File: src/rtl/mem_arb_pkg.sv
// Shared types and default sizing for the IF/MEM unified-memory arbiter.
// Imported by the arbiter top and its transaction watchdog.
package mem_arb_pkg;

   typedef enum logic [1:0] {
      IDLE,
      BUSY_I,
      BUSY_D
   } state_t;

   typedef enum logic {
      PORT_I,
      PORT_D
   } port_sel_t;

   localparam int XLEN_DEF           = 32;
   localparam int STARVE_LIMIT_DEF   = 4;
   localparam int TIMEOUT_CYCLES_DEF = 1024;

endpackage

File: src/rtl/mem_txn_watchdog.sv
// Per-transaction timeout counter: cleared while idle, counts busy cycles,
// flags expiry on the LIMIT-th counted cycle.
module mem_txn_watchdog import mem_arb_pkg::*; #(
   parameter int LIMIT = TIMEOUT_CYCLES_DEF
) (
   input  logic clk,
   input  logic reset,
   input  logic clear,
   input  logic en,
   output logic expire
);

   localparam int CW = $clog2(LIMIT);

   logic [CW-1:0] cnt;

   assign expire = en && (cnt == CW'(LIMIT - 1));

   always_ff @(posedge clk or posedge reset) begin
      if (reset) begin
         cnt <= '0;
      end else if (clear) begin
         cnt <= '0;
      end else if (en && !expire) begin
         cnt <= cnt + 1'b1;
      end
   end

endmodule

File: src/rtl/mem_port_arbiter.sv
// Single-outstanding arbiter of the unified memory between fetch and data
// ports: data first, fetch protected from starvation, watchdog on each txn.
module mem_port_arbiter import mem_arb_pkg::*; #(
   parameter int XLEN           = XLEN_DEF,
   parameter int STARVE_LIMIT   = STARVE_LIMIT_DEF,
   parameter int TIMEOUT_CYCLES = TIMEOUT_CYCLES_DEF
) (
   input  logic              clk,
   input  logic              reset,
   input  logic              if_req,
   input  logic [XLEN-1:0]   if_addr,
   output logic              if_ready,
   output logic              if_rvalid,
   output logic [XLEN-1:0]   if_rdata,
   output logic              if_err,
   input  logic              d_req,
   input  logic              d_we,
   input  logic [XLEN-1:0]   d_addr,
   input  logic [XLEN-1:0]   d_wdata,
   input  logic [XLEN/8-1:0] d_wstrb,
   output logic              d_ready,
   output logic              d_rvalid,
   output logic [XLEN-1:0]   d_rdata,
   output logic              d_err,
   output logic              mem_req,
   output logic              mem_we,
   output logic [XLEN-1:0]   mem_addr,
   output logic [XLEN-1:0]   mem_wdata,
   output logic [XLEN/8-1:0] mem_wstrb,
   input  logic              mem_ack,
   input  logic [XLEN-1:0]   mem_rdata
);

   state_t            state, next_state;
   port_sel_t         owner;
   logic              busy, done, expire;
   logic              grant_i, grant_d, starve_hit;
   logic [3:0]        starve_cnt;
   logic              lat_we;
   logic [XLEN-1:0]   lat_addr, lat_wdata;
   logic [XLEN/8-1:0] lat_wstrb;

   assign busy       = (state != IDLE);
   assign done       = busy && (mem_ack || expire);
   assign owner      = (state == BUSY_D) ? PORT_D : PORT_I;
   assign starve_hit = if_req && (starve_cnt == 4'(STARVE_LIMIT));

   always_ff @(posedge clk or posedge reset) begin
      if (reset) state <= IDLE;
      else       state <= next_state;
   end

   always_comb begin
      next_state = state;
      grant_i    = 1'b0;
      grant_d    = 1'b0;
      case (state)
         IDLE: begin
            if (d_req && !starve_hit) begin
               grant_d    = 1'b1;
               next_state = BUSY_D;
            end else if (if_req) begin
               grant_i    = 1'b1;
               next_state = BUSY_I;
            end
         end
         BUSY_I, BUSY_D: begin
            if (mem_ack || expire) next_state = IDLE;
         end
         default: next_state = IDLE;
      endcase
   end

   assign if_ready = grant_i;
   assign d_ready  = grant_d;

   // Request fields are frozen at grant so the core may move on immediately.
   always_ff @(posedge clk or posedge reset) begin
      if (reset) begin
         lat_we    <= 1'b0;
         lat_addr  <= '0;
         lat_wdata <= '0;
         lat_wstrb <= '0;
      end else if (grant_d) begin
         lat_we    <= d_we;
         lat_addr  <= d_addr;
         lat_wdata <= d_wdata;
         lat_wstrb <= d_we ? d_wstrb : '0;
      end else if (grant_i) begin
         lat_we    <= 1'b0;
         lat_addr  <= if_addr;
         lat_wdata <= '0;
         lat_wstrb <= '0;
      end
   end

   assign mem_req   = busy;
   assign mem_we    = lat_we;
   assign mem_addr  = lat_addr;
   assign mem_wdata = lat_wdata;
   assign mem_wstrb = lat_wstrb;

   always_ff @(posedge clk or posedge reset) begin
      if (reset) begin
         starve_cnt <= '0;
      end else if (grant_i) begin
         starve_cnt <= '0;
      end else if (grant_d && if_req && !starve_hit) begin
         starve_cnt <= starve_cnt + 1'b1;
      end
   end

   // An ack in the expiry cycle still counts as a normal completion.
   always_ff @(posedge clk or posedge reset) begin
      if (reset) begin
         if_rvalid <= 1'b0;
         if_rdata  <= '0;
         if_err    <= 1'b0;
         d_rvalid  <= 1'b0;
         d_rdata   <= '0;
         d_err     <= 1'b0;
      end else begin
         if_rvalid <= done && (owner == PORT_I);
         if_err    <= done && (owner == PORT_I) && !mem_ack;
         d_rvalid  <= done && (owner == PORT_D);
         d_err     <= done && (owner == PORT_D) && !mem_ack;
         if (done && owner == PORT_I) if_rdata <= mem_ack ? mem_rdata : '0;
         if (done && owner == PORT_D) d_rdata  <= mem_ack ? mem_rdata : '0;
      end
   end

   mem_txn_watchdog #(
      .LIMIT (TIMEOUT_CYCLES)
   ) u_watchdog (
      .clk    (clk),
      .reset  (reset),
      .clear  (!busy),
      .en     (busy),
      .expire (expire)
   );

endmodule

File: config.mk
export PLATFORM = sky130hd
export DESIGN_NAME = mem_port_arbiter
export DESIGN_NICKNAME = d
export VERILOG_FILES = /design/src/rtl/mem_arb_pkg.sv /design/src/rtl/mem_txn_watchdog.sv /design/src/rtl/mem_port_arbiter.sv
export SDC_FILE = /design/constraint.sdc
export NUM_CORES = 1
export LEC_CHECK = 0
export BUFFER_PORTS_ARGS = -buffer_cell sky130_fd_sc_hd__buf_2
export CORE_ASPECT_RATIO = 1.25
export CORE_MARGIN = 5
export CORE_UTILIZATION = 52
export CTS_CLUSTER_SIZE = 30
export DETAILED_ROUTE_END_ITERATION = 16
export HOLD_SLACK_MARGIN = 0.06
export PLACE_DENSITY = 0.86
export SLEW_MARGIN = 40
export SYNTH_ARGS = -nofsm -noshare
export SYNTH_HDL_FRONTEND = slang
export SYNTH_HIERARCHICAL = 1
export SYNTH_SLANG_ARGS = --single-unit
File: constraint.sdc
create_clock -name clk -period 8.24 [get_ports clk]
set_clock_uncertainty 0.1 [all_clocks]
set_input_delay 0 -clock clk [delete_from_list [all_inputs] [get_ports clk]]
set_output_delay 0 -clock clk [all_outputs]
set_load 0.05 [all_outputs]
# After elaboration in Yosys (flattened, before gate mapping)
# Cells that the tools add are included.
classes:
  add_sub_neg: 2
  eq_ne: 7
  muxes: 24
  bitwise_logic: 1
  n_reduce_logical: 21
ops:
  columns: ["operator", "n"]
  rows:
  - ["$mux 32", 5]
  - ["$mux 10", 2]
  - ["$mux 4", 5]
  - ["$logic_and 1x1->1", 11]
  - ["$add 10x1->10 const B", 1]
  - ["$eq 10x10->1 const B", 1]
  - ["$mux 1", 8]
  - ["$mux 2", 3]
  - ["$reduce_bool 2->1", 3]
  - ["$add 4x1->4 const B", 1]
  - ["$eq 4x3->1 const B", 1]
  - ["$pmux 2 s2", 1]
  - ["$logic_not 1->1", 3]
  - ["$ne 3x3->1 const B", 1]
  - ["$eq 2x1->1 const B", 1]
  - ["$eq 2x2->1 const B", 1]
  - ["$logic_not 2->1", 1]
  - ["$ne 2x1->1 const B", 1]
  - ["$ne 2x2->1 const B", 1]
  - ["$reduce_and 2->1", 1]
  - ["$reduce_or 2->1", 1]
  - ["$logic_or 1x1->1", 1]
  - ["$not 1->1", 1]
totals:
  register_bits: 153
  in_bits: 138
  output_inout_bits: 140
  elab_cells: 68

# Depth between registers and ports, before layout
# Gate-level depths: netlist of run 1.
logic_depth:
  ltp_word: 10
  depth_mapped: 9
  mapped_depth_nobuf: 7

# By module
# Netlist of run 1, hierarchy kept.
modules_own_cells:
  columns: ["mod", "n_inst", "cells_per_inst", "area_each_um2", "seq_area_each_um2"]
  rows:
  - ["mem_port_arbiter", 1, 485, 6073.3, 3578.4]
  - ["mem_txn_watchdog", 1, 59, 564.3, 250.2]

# Least setup slack after synthesis of run 1
# No wires, ideal clock.
synth_timing:
  path_kind: "reg2reg"
  start: "reg state[0]"
  end: "reg if_rdata[10]"
  setup_ns: 0.125
  t_arrival_ns: 2.317
  required_time_ns: 8.015
  path_slack_ns: 5.699
  stages_incl_launch_ff: 10
  n_path_buf: 2
  synth_period_minus_slack_ns: 2.541
  cell_sequence: "dfrtp_1 -> inv_1 -> ha_1 -> buf_2 -> inv_1 -> and2_2 -> nor2_1 -> nor3_2 -> buf_2 -> mux2_2"
synth_via:
  elab_chain_cells: 5
  word_cells_on_any_way: 8
  cone_classes: "eq/ne (1); mux (1); bitwise (1); reduce/logical (5)"
synth_rtl:
  columns: ["element", "line_no", "rtl"]
  rows:
  - ["start, declared", "mem_port_arbiter.sv:34", "state_t state, next_state;"]
  - ["start signal, assigned", "mem_port_arbiter.sv:50", "else state <= next_state;"]
  - ["$reduce_bool 2->1", "mem_port_arbiter.sv:43", "assign busy = (state != IDLE);"]
  - ["via mem_req", "mem_port_arbiter.sv:25", "output logic mem_req,"]
  - ["$logic_and 1x1->1", "mem_txn_watchdog.sv:17", "assign expire = en && (cnt == CW'(LIMIT - 1));"]
  - ["via expire", "mem_port_arbiter.sv:36", "logic busy, done, expire;"]
  - ["$logic_or 1x1->1", "mem_port_arbiter.sv:44", "assign done = busy && (mem_ack || expire);"]
  - ["$logic_and 1x1->1", "mem_port_arbiter.sv:44", null]
  - ["$logic_and 1x1->1", "mem_port_arbiter.sv:127", "if (done && owner == PORT_I) if_rdata <= mem_ack ? mem_rdata : '0;"]
  - ["end signal, assigned", "mem_port_arbiter.sv:127", null]
  - ["end, declared", "mem_port_arbiter.sv:14", "output logic [XLEN-1:0] if_rdata,"]
# The timed path passes the listed nets, and every way through them passes these cells.
# A chain may end at the register's enable or synchronous reset.

# Worst setup path after layout of run 1
layout_timing:
  start: "reg state[1]"
  end: "reg lat_wstrb[1] (netlist: mem_wstrb[1])"
layout_via:
  elab_chain_cells: 3
  word_cells_on_any_way: 5
  cone_classes: "mux (3); reduce/logical (2)"
layout_rtl:
  columns: ["element", "line_no", "rtl"]
  rows:
  - ["$logic_not 2->1 *", "mem_port_arbiter.sv:57", "case (state)"]
  - ["$mux 1", "mem_port_arbiter.sv:57", null]
  - ["$mux 4 or $reduce_bool 2->1 (tied branches)", null, null]
  - ["end signal, assigned", "mem_port_arbiter.sv:88", "lat_wstrb <= d_we ? d_wstrb : '0;"]
  - ["end, declared", "mem_port_arbiter.sv:41", "logic [XLEN/8-1:0] lat_wstrb;"]
# Mark *: on every way between the ends. The rest lies on a longest branch, timed or not.

==> results of run 1 <==
-- cells in the final DEF (no fill, tap or decap), types with 3 or more instances in the layout --
cell type      instances
clkbuf_16             17
and2_1                33
inv_6                  4
a21oi_1                4
nand3_1                3
mux2i_1                5
dlygate4sd3_1        141
ha_1                   5
buf_4                  6
xnor2_1                3
inv_8                  4
mux2_2                64
buf_2                277
nor2_1                 8
clkinvlp_4             3
inv_1                 42
a31oi_1                5
a22o_1                34
a32o_1                 5
o21ai_0                3
nand2_1               41
dfrtp_1              153
o211ai_1              64
-- cell type report --
class / instances / area, µm² / area share [%]
flip-flops and latches: 153 / 3829 / 37.90
repair buffers: 426 / 2878 / 28.49
multi-input cells: 307 / 2416 / 23.92
clock buffers: 17 / 425.4 / 4.212
well taps: 168 / 210.2 / 2.081
inverters: 44 / 177.7 / 1.759
clock inverters: 14 / 165.2 / 1.635
-- worst min path at each step --
stage	slack [ns]	cells past startpoint	end	startpoint
3_3_place_gp	-0.07	2	u_watchdog/cnt[2]$_DFFE_PP0P_	reset
4_1_cts	0.08	3	u_watchdog/cnt[7]$_DFFE_PP0P_	reset
5_1_grt	0.13	3	u_watchdog/cnt[6]$_DFFE_PP0P_	reset
3_5_place_dp	-0.06	2	u_watchdog/cnt[3]$_DFFE_PP0P_	reset
2_1_floorplan	-0.26	1	u_watchdog/cnt[0]$_DFFE_PP0P_	reset
6_report	0.08	3	u_watchdog/cnt[8]$_DFFE_PP0P_	reset
-- power breakdown --
group          internal [µW]  switching [µW]  total, µW
Combinational            720            1720       2440
Clock                    454             327        781
Sequential              1070             201       1270
Total                   2240            2240       4490
-- through the flow --
step | power (µW) | setup slack [ns] | std cells | util (%) | hold WS, ns
floorplan | 2923 | 4.302 | 544 | - | -0.2598
global placement | 3395 | 5.076 | 955 | 63.97 | -0.07164
detailed placement | 3449 | 5.106 | 957 | 64.25 | -0.05589
CTS | 4423 | 4.801 | 1129 | 80.14 | 0.07701
global route | 4673 | 4.556 | 1129 | 80.14 | 0.1255
finish | 4489 | 4.673 | 1129 | 80.14 | 0.08287
-- registers in the layout, indices dropped and copies added (netlist names) --
| name | flops |
|---|---|
| mem_wstrb | 4 |
| starve_cnt | 4 |
| if_rvalid | 1 |
| if_err | 1 |
| if_rdata | 32 |
| mem_addr | 32 |
| d_err | 1 |
| d_rdata | 32 |
| state | 2 |
| u_watchdog/cnt | 10 |
| mem_wdata | 32 |
| d_rvalid | 1 |
| mem_we | 1 |
-- per-layer routing --
| metal | track usage [%] | vias up |
|---|---|---|
| met1 | 34.78 | 3022 |
| met3 | 8.771 | 68 |
| li1 | - | 2746 |
| met4 | 13.59 | 0 |
| met5 | 0 | - |
| met2 | 52.36 | 393 |
-- critical path, delay by kind of cell (launching register included) --
family,cells,cell delay (ns)
buf+inv,5,1.58
flops,1,0.35
simple gates,2,0.61
compound gates,1,0.32
fa+ha+maj,1,0.44
-- synthesized netlist by cell type (4+ instances only) --
cell,instances
and2_1,33
nand2_1,41
mux2_2,64
a31oi_1,5
a21oi_1,4
ha_1,5
mux2i_1,5
buf_2,9
buf_6,10
a32o_1,5
a22o_1,34
clkbuf_1,20
o211ai_1,64
nor2_1,8
dfrtp_1,153
inv_1,43
-- kinds of logic after synthesis --
kind of cell	share of synthesized area [%]
simple gates	8.445
flops	57.68
mux	11.61
buf+inv	6.333
xor+xnor	0.3959
compound gates	14.59
fa+ha+maj	0.9425
==> results.ini, run 1 <==
[clock_tree]
cts-root-buf = clkbuf_16
cts_buffer_depth = 2
cts_num_sinks = 153
cts_setup_buffers = 0
htree_num_levels = 4
cts_tree = built
postCtsHoldBufs = 141
postCtsResizedCells = 0
cts_buffers = 17
clock_latency_ns = 0.41
clk_pin_slew_ns = 0.07

[placed_design]
dpl_cell_area_um2 = 8099
io_buffers = 277
dp_hpwl_um = 12480
place_congestion = 0.8264

[critical_path]
crit_arrival_ns = 3.76
ff2ff_setup_slack_ns = 4.67
endpoint_kind = register
worstSetupPathType = register to register
path_max_fanout = 40
critPathLaunch = state[1]$_DFFE_PP0P_
cp.required_ns = 8.43
cpMostUsedCell = buf_4
r2r_end = mem_wstrb[1]$_DFFE_PP0P_
max_stage_delay_ns = 0.58
startpoint_type = register
reg2reg_depth = 9
cp_slowest_cell = dlygate4sd3_1
crit_path_end = mem_wstrb[1]$_DFFE_PP0P_
crit_path_cell_trace = inv_1 -> ha_1 -> nand2_1 -> buf_4 -> or2_1 -> buf_4 -> inv_8 -> a32o_1 -> dlygate4sd3_1
r2r_start = state[1]$_DFFE_PP0P_

[synth]
synth_ff_type = dfrtp_1
synth_edf_count = 0
yosysUniqueCellTypes = 46
ys_async_sr_fraction_pct = 100.0
synth_fp_nets = 687
ys_ff_latch = 153
ys_seq_area_share_pct = 57.68
yosysTopAreaCell = dfrtp_1
synth_area_leaders = dfrtp_1, mux2_2, o211ai_1
syn_area_um2 = 6638
synth.avg_cell_area_um2 = 12.20
yosysTopAreaCellShare_pct = 57.68
yosys_warnings = 6
syn-instance-count = 544

[floorplan]
die_area_um2 = 15140
fp.dieH_um = 136.3
std_cell_rows = 46
core_um2 = 12600
fp.dieW_um = 111.1
ioPinCount = 278
start_util_pct = 52.66

[sta]
clock.fmax_mhz = 280.4
worstMarginPinSlew_ns = 0.7588
setup-violations-final = 0
period_needed_ns = 3.567
fin_crit_sh_pct = 43.29
setup_tns_ns = 0
rsz0062_at_grt = false
maxSlewHeadroom_pct = 49.42
slew_viol_final = 0
hold_violations = 0

[cells_and_area]
num_antenna_cells = 0
drive_above_1_share_pct = 40.58
fillCellCount = 656
fin_area_um2 = 10100
area_delta_synth_final_pct = 52.18
nets = 1092

[grt]
gr-total-overflow = 0
track_usage_pct = 30.15
grt_pass1_vias = 6699
grt_pass1_wl_um = 35810
grt_antenna_before_repair = 0
grt_max_degree = 75

[route]
vias = 6229
top_layer = met4
wl_met1_um = 8365
wl_per_cell_um = 19.90
final_antenna_net_count = 0
routed-wl-met2_um = 11330
firstDrtPassIters = 5
via_per_inst = 5.517
dr_wl_met3_um = 1932
finalWirelength_um = 22470
drt_iter0_drc = 378
drcViolationCount = 0

[hold_path]
holdCritPathClass = input pin to asynchronous set/reset pin

[pwr]
p_leak_uw = 0.005172
peakVddDrop_mv = 0.2815
power.density_nw_per_um2 = 444.4

[job]
maxCapViolCount = 0

[outcome]
status = completed

Note: power is estimated with default switching activity, not from simulation.
==> run 2: changes to the inputs <==
--- a/config.mk
+++ b/config.mk
@@ -8,11 +8,11 @@
 export BUFFER_PORTS_ARGS = -buffer_cell sky130_fd_sc_hd__buf_2
 export CORE_ASPECT_RATIO = 1.25
 export CORE_MARGIN = 5
-export CORE_UTILIZATION = 52
+export CORE_UTILIZATION = 48
 export CTS_CLUSTER_SIZE = 30
 export DETAILED_ROUTE_END_ITERATION = 16
 export HOLD_SLACK_MARGIN = 0.06
-export PLACE_DENSITY = 0.86
+export PLACE_DENSITY = 0.8
 export SLEW_MARGIN = 40
 export SYNTH_ARGS = -nofsm -noshare
 export SYNTH_HDL_FRONTEND = slang
==> constraint.sdc (replaced) <==
create_clock -name clk -period 3.5 [get_ports clk]
set_clock_uncertainty 0.1 [all_clocks]
set_input_delay 0 -clock clk [delete_from_list [all_inputs] [get_ports clk]]
set_output_delay 0 -clock clk [all_outputs]
set_load 0.05 [all_outputs]
==> run 2 against run 1 <==
Net effect: hold slack lost 0.029 ns; first-iteration DRC count shrank 0.79%; combinational power grew 140%; die area grew 7.6%; clock power grew 130%; routed wire length shrank 5.1%; flip-flop and latch count is the same; via count shrank 1.2%; sequential power grew 130%; final area grew 1.0%; clock-buffer cell count grew 1; largest power group unchanged.
==> results.ini, run 2 (synthesized netlist as in run 1, its figures left out) <==
[outcome]
status = completed

[critical_path]
endpoint_kind = register
cp.required_ns = 3.75  ; -4.68 ns
worstSetupPathType = register to register
startpoint_type = register
crit_arrival_ns = 3.16  ; -0.60 ns
path_max_fanout = 21  ; -48%

[route]
final_antenna_net_count = 0  ; unchanged
drcViolationCount = 0  ; unchanged
via_per_inst = 5.352  ; -3.0%
finalWirelength_um = 21330  ; -5.1%
vias = 6155  ; -1.2%
drt_iter0_drc = 375  ; -0.79%
wl_per_cell_um = 18.55  ; -6.8%
firstDrtPassIters = 5  ; unchanged

[floorplan]
die_area_um2 = 16300  ; +7.6%
core_um2 = 13690  ; +8.6%
fp.dieH_um = 141.5  ; +3.8%
start_util_pct = 48.47  ; -4.2 points
ioPinCount = 278  ; unchanged
fp.dieW_um = 115.2  ; +3.7%
std_cell_rows = 48  ; +4.3%

[placed_design]
dp_hpwl_um = 12570  ; +0.72%
io_buffers = 277  ; unchanged
place_congestion = 0.7984  ; -3.4%

[pwr]
p_leak_uw = 0.005231  ; +1.2%
power.density_nw_per_um2 = 1034  ; +130%
peakVddDrop_mv = 0.8225  ; +190%

[clock_tree]
cts_buffer_depth = 2  ; unchanged
postCtsResizedCells = 0  ; unchanged
clk_pin_slew_ns = 0.07  ; about the same
cts-root-buf = clkbuf_16
cts_num_sinks = 153  ; unchanged
cts_buffers = 17  ; unchanged
htree_num_levels = 4  ; unchanged
cts_tree = built
clock_latency_ns = 0.41  ; about the same

[cells_and_area]
final_common_cell = buf_2
drive_above_1_share_pct = 40.31  ; -0.28 points
final_cell_mix = buf_2, dfrtp_1, dlygate4sd3_1
num_antenna_cells = 0  ; unchanged
utilization_pct = 74.51  ; -5.6 points
area_delta_synth_final_pct = 53.70
nets = 1105  ; +1.2%

[sta]
slew_viol_final = 0  ; unchanged
setup_tns_ns = 0  ; unchanged
setup-violations-final = 0  ; unchanged
hold_violations = 0  ; unchanged
worstMarginPinSlew_ns = 0.7574  ; -0.001388 ns
worst_hold_slack_ns = 0.05388  ; -0.02899 ns
rsz0062_at_grt = false
clock.fmax_mhz = 343.6  ; +23%
maxSlewHeadroom_pct = 49.51  ; +0.093 points
period_needed_ns = 2.910  ; -0.6563 ns
fin_crit_sh_pct = 83.16  ; +40 points

[grt]
grt_antenna_before_repair = 0  ; unchanged
grt_pass1_vias = 6684  ; -0.22%
track_usage_pct = 26.42  ; -3.7 points
gr-total-overflow = 0  ; unchanged
grt_max_degree = 57  ; -24%
grt_pass1_wl_um = 34090  ; -4.8%

[hold_path]
holdCritPathClass = input pin to asynchronous set/reset pin

[job]
maxCapViolCount = 0  ; unchanged

[run 2: changes by cell type in the layout (fill, tap and decap cells not counted), sizes merged]
cell,change
inv,+2
dlygate4sd3,+9
buf,+4
bufinv,-1
clkinvlp,-1
clkbuf,+1
[run 2: path summary, 6_finish.rpt]
check | startpoint | endpoint | slack (ns) | cells past startpoint
worst max register to register | state[1]$_DFFE_PP0P_ | mem_addr[3]$_DFFE_PP0P_ | 0.59 | 8
worst min register to register | mem_wdata[11]$_DFFE_PP0P_ | mem_wdata[11]$_DFFE_PP0P_ | 0.40 | 1
max in group asynchronous | reset | mem_wdata[22]$_DFFE_PP0P_ | 2.12 | 5
min in group clk | d_wdata[4] | mem_wdata[4]$_DFFE_PP0P_ | 0.26 | 3
worst min-delay path | reset | u_watchdog/cnt[7]$_DFFE_PP0P_ | 0.05 | 3
worst max-delay path | state[1]$_DFFE_PP0P_ | mem_addr[3]$_DFFE_PP0P_ | 0.59 | 8
[run 2: what timing repair did]
item / CTS / global route
hold endpoints to repair: 259 / 0
hold buffers: 150 / 0
setup buffers: 0 / 0
[run 2: metal layers]
layer / up-vias / routed length (µm) / GRT usage, % / part of all wire, %
li1: 2776 / - / - / -
met1: 2980 / 8079 / 30.78 / 38
met2: 346 / 10790 / 46.01 / 51
met3: 53 / 1877 / 7.637 / 8.8
met4: 0 / 580 / 9.518 / 2.7
met5: - / 0 / 0 / 0
[run 2: layout make-up]
cell class              count  area (µm²)
well taps                 175       219.0
clock inverters            14       156.4
multi-input cells         307        2415
fillers                   833        3491
inverters                  44       176.4
clock buffers              18       429.2
repair buffers            439        2978
flip-flops and latches    153        3829
[run 2: per-stage QoR]
step,worst slack (ns),power (µW),cell area [µm²],cells
floorplan,0.9586,6881,6641,544
global placement,1.031,8026,8115,968
detailed placement,0.9370,8128,8115,968
CTS,0.6824,10460,10200,1150
global route,0.4445,11020,10200,1150
finish,0.5895,10550,10200,1150
[run 2: worst max-delay path: stages (launching register included)]
cell	delay, ns
dfrtp_1	0.38
inv_1	0.08
ha_1	0.14
buf_4	0.24
o21a_1	0.66
buf_4	0.33
o211ai_1	0.18
o211ai_1	0.14
dlygate4sd3_1	0.58
[run 2: report_power, final]
group,internal (µW),total [µW],switching [µW]
clock,1020,1810,793
sequential,2520,2980,458
combinational,1760,5760,4000
total,5300,10500,5250
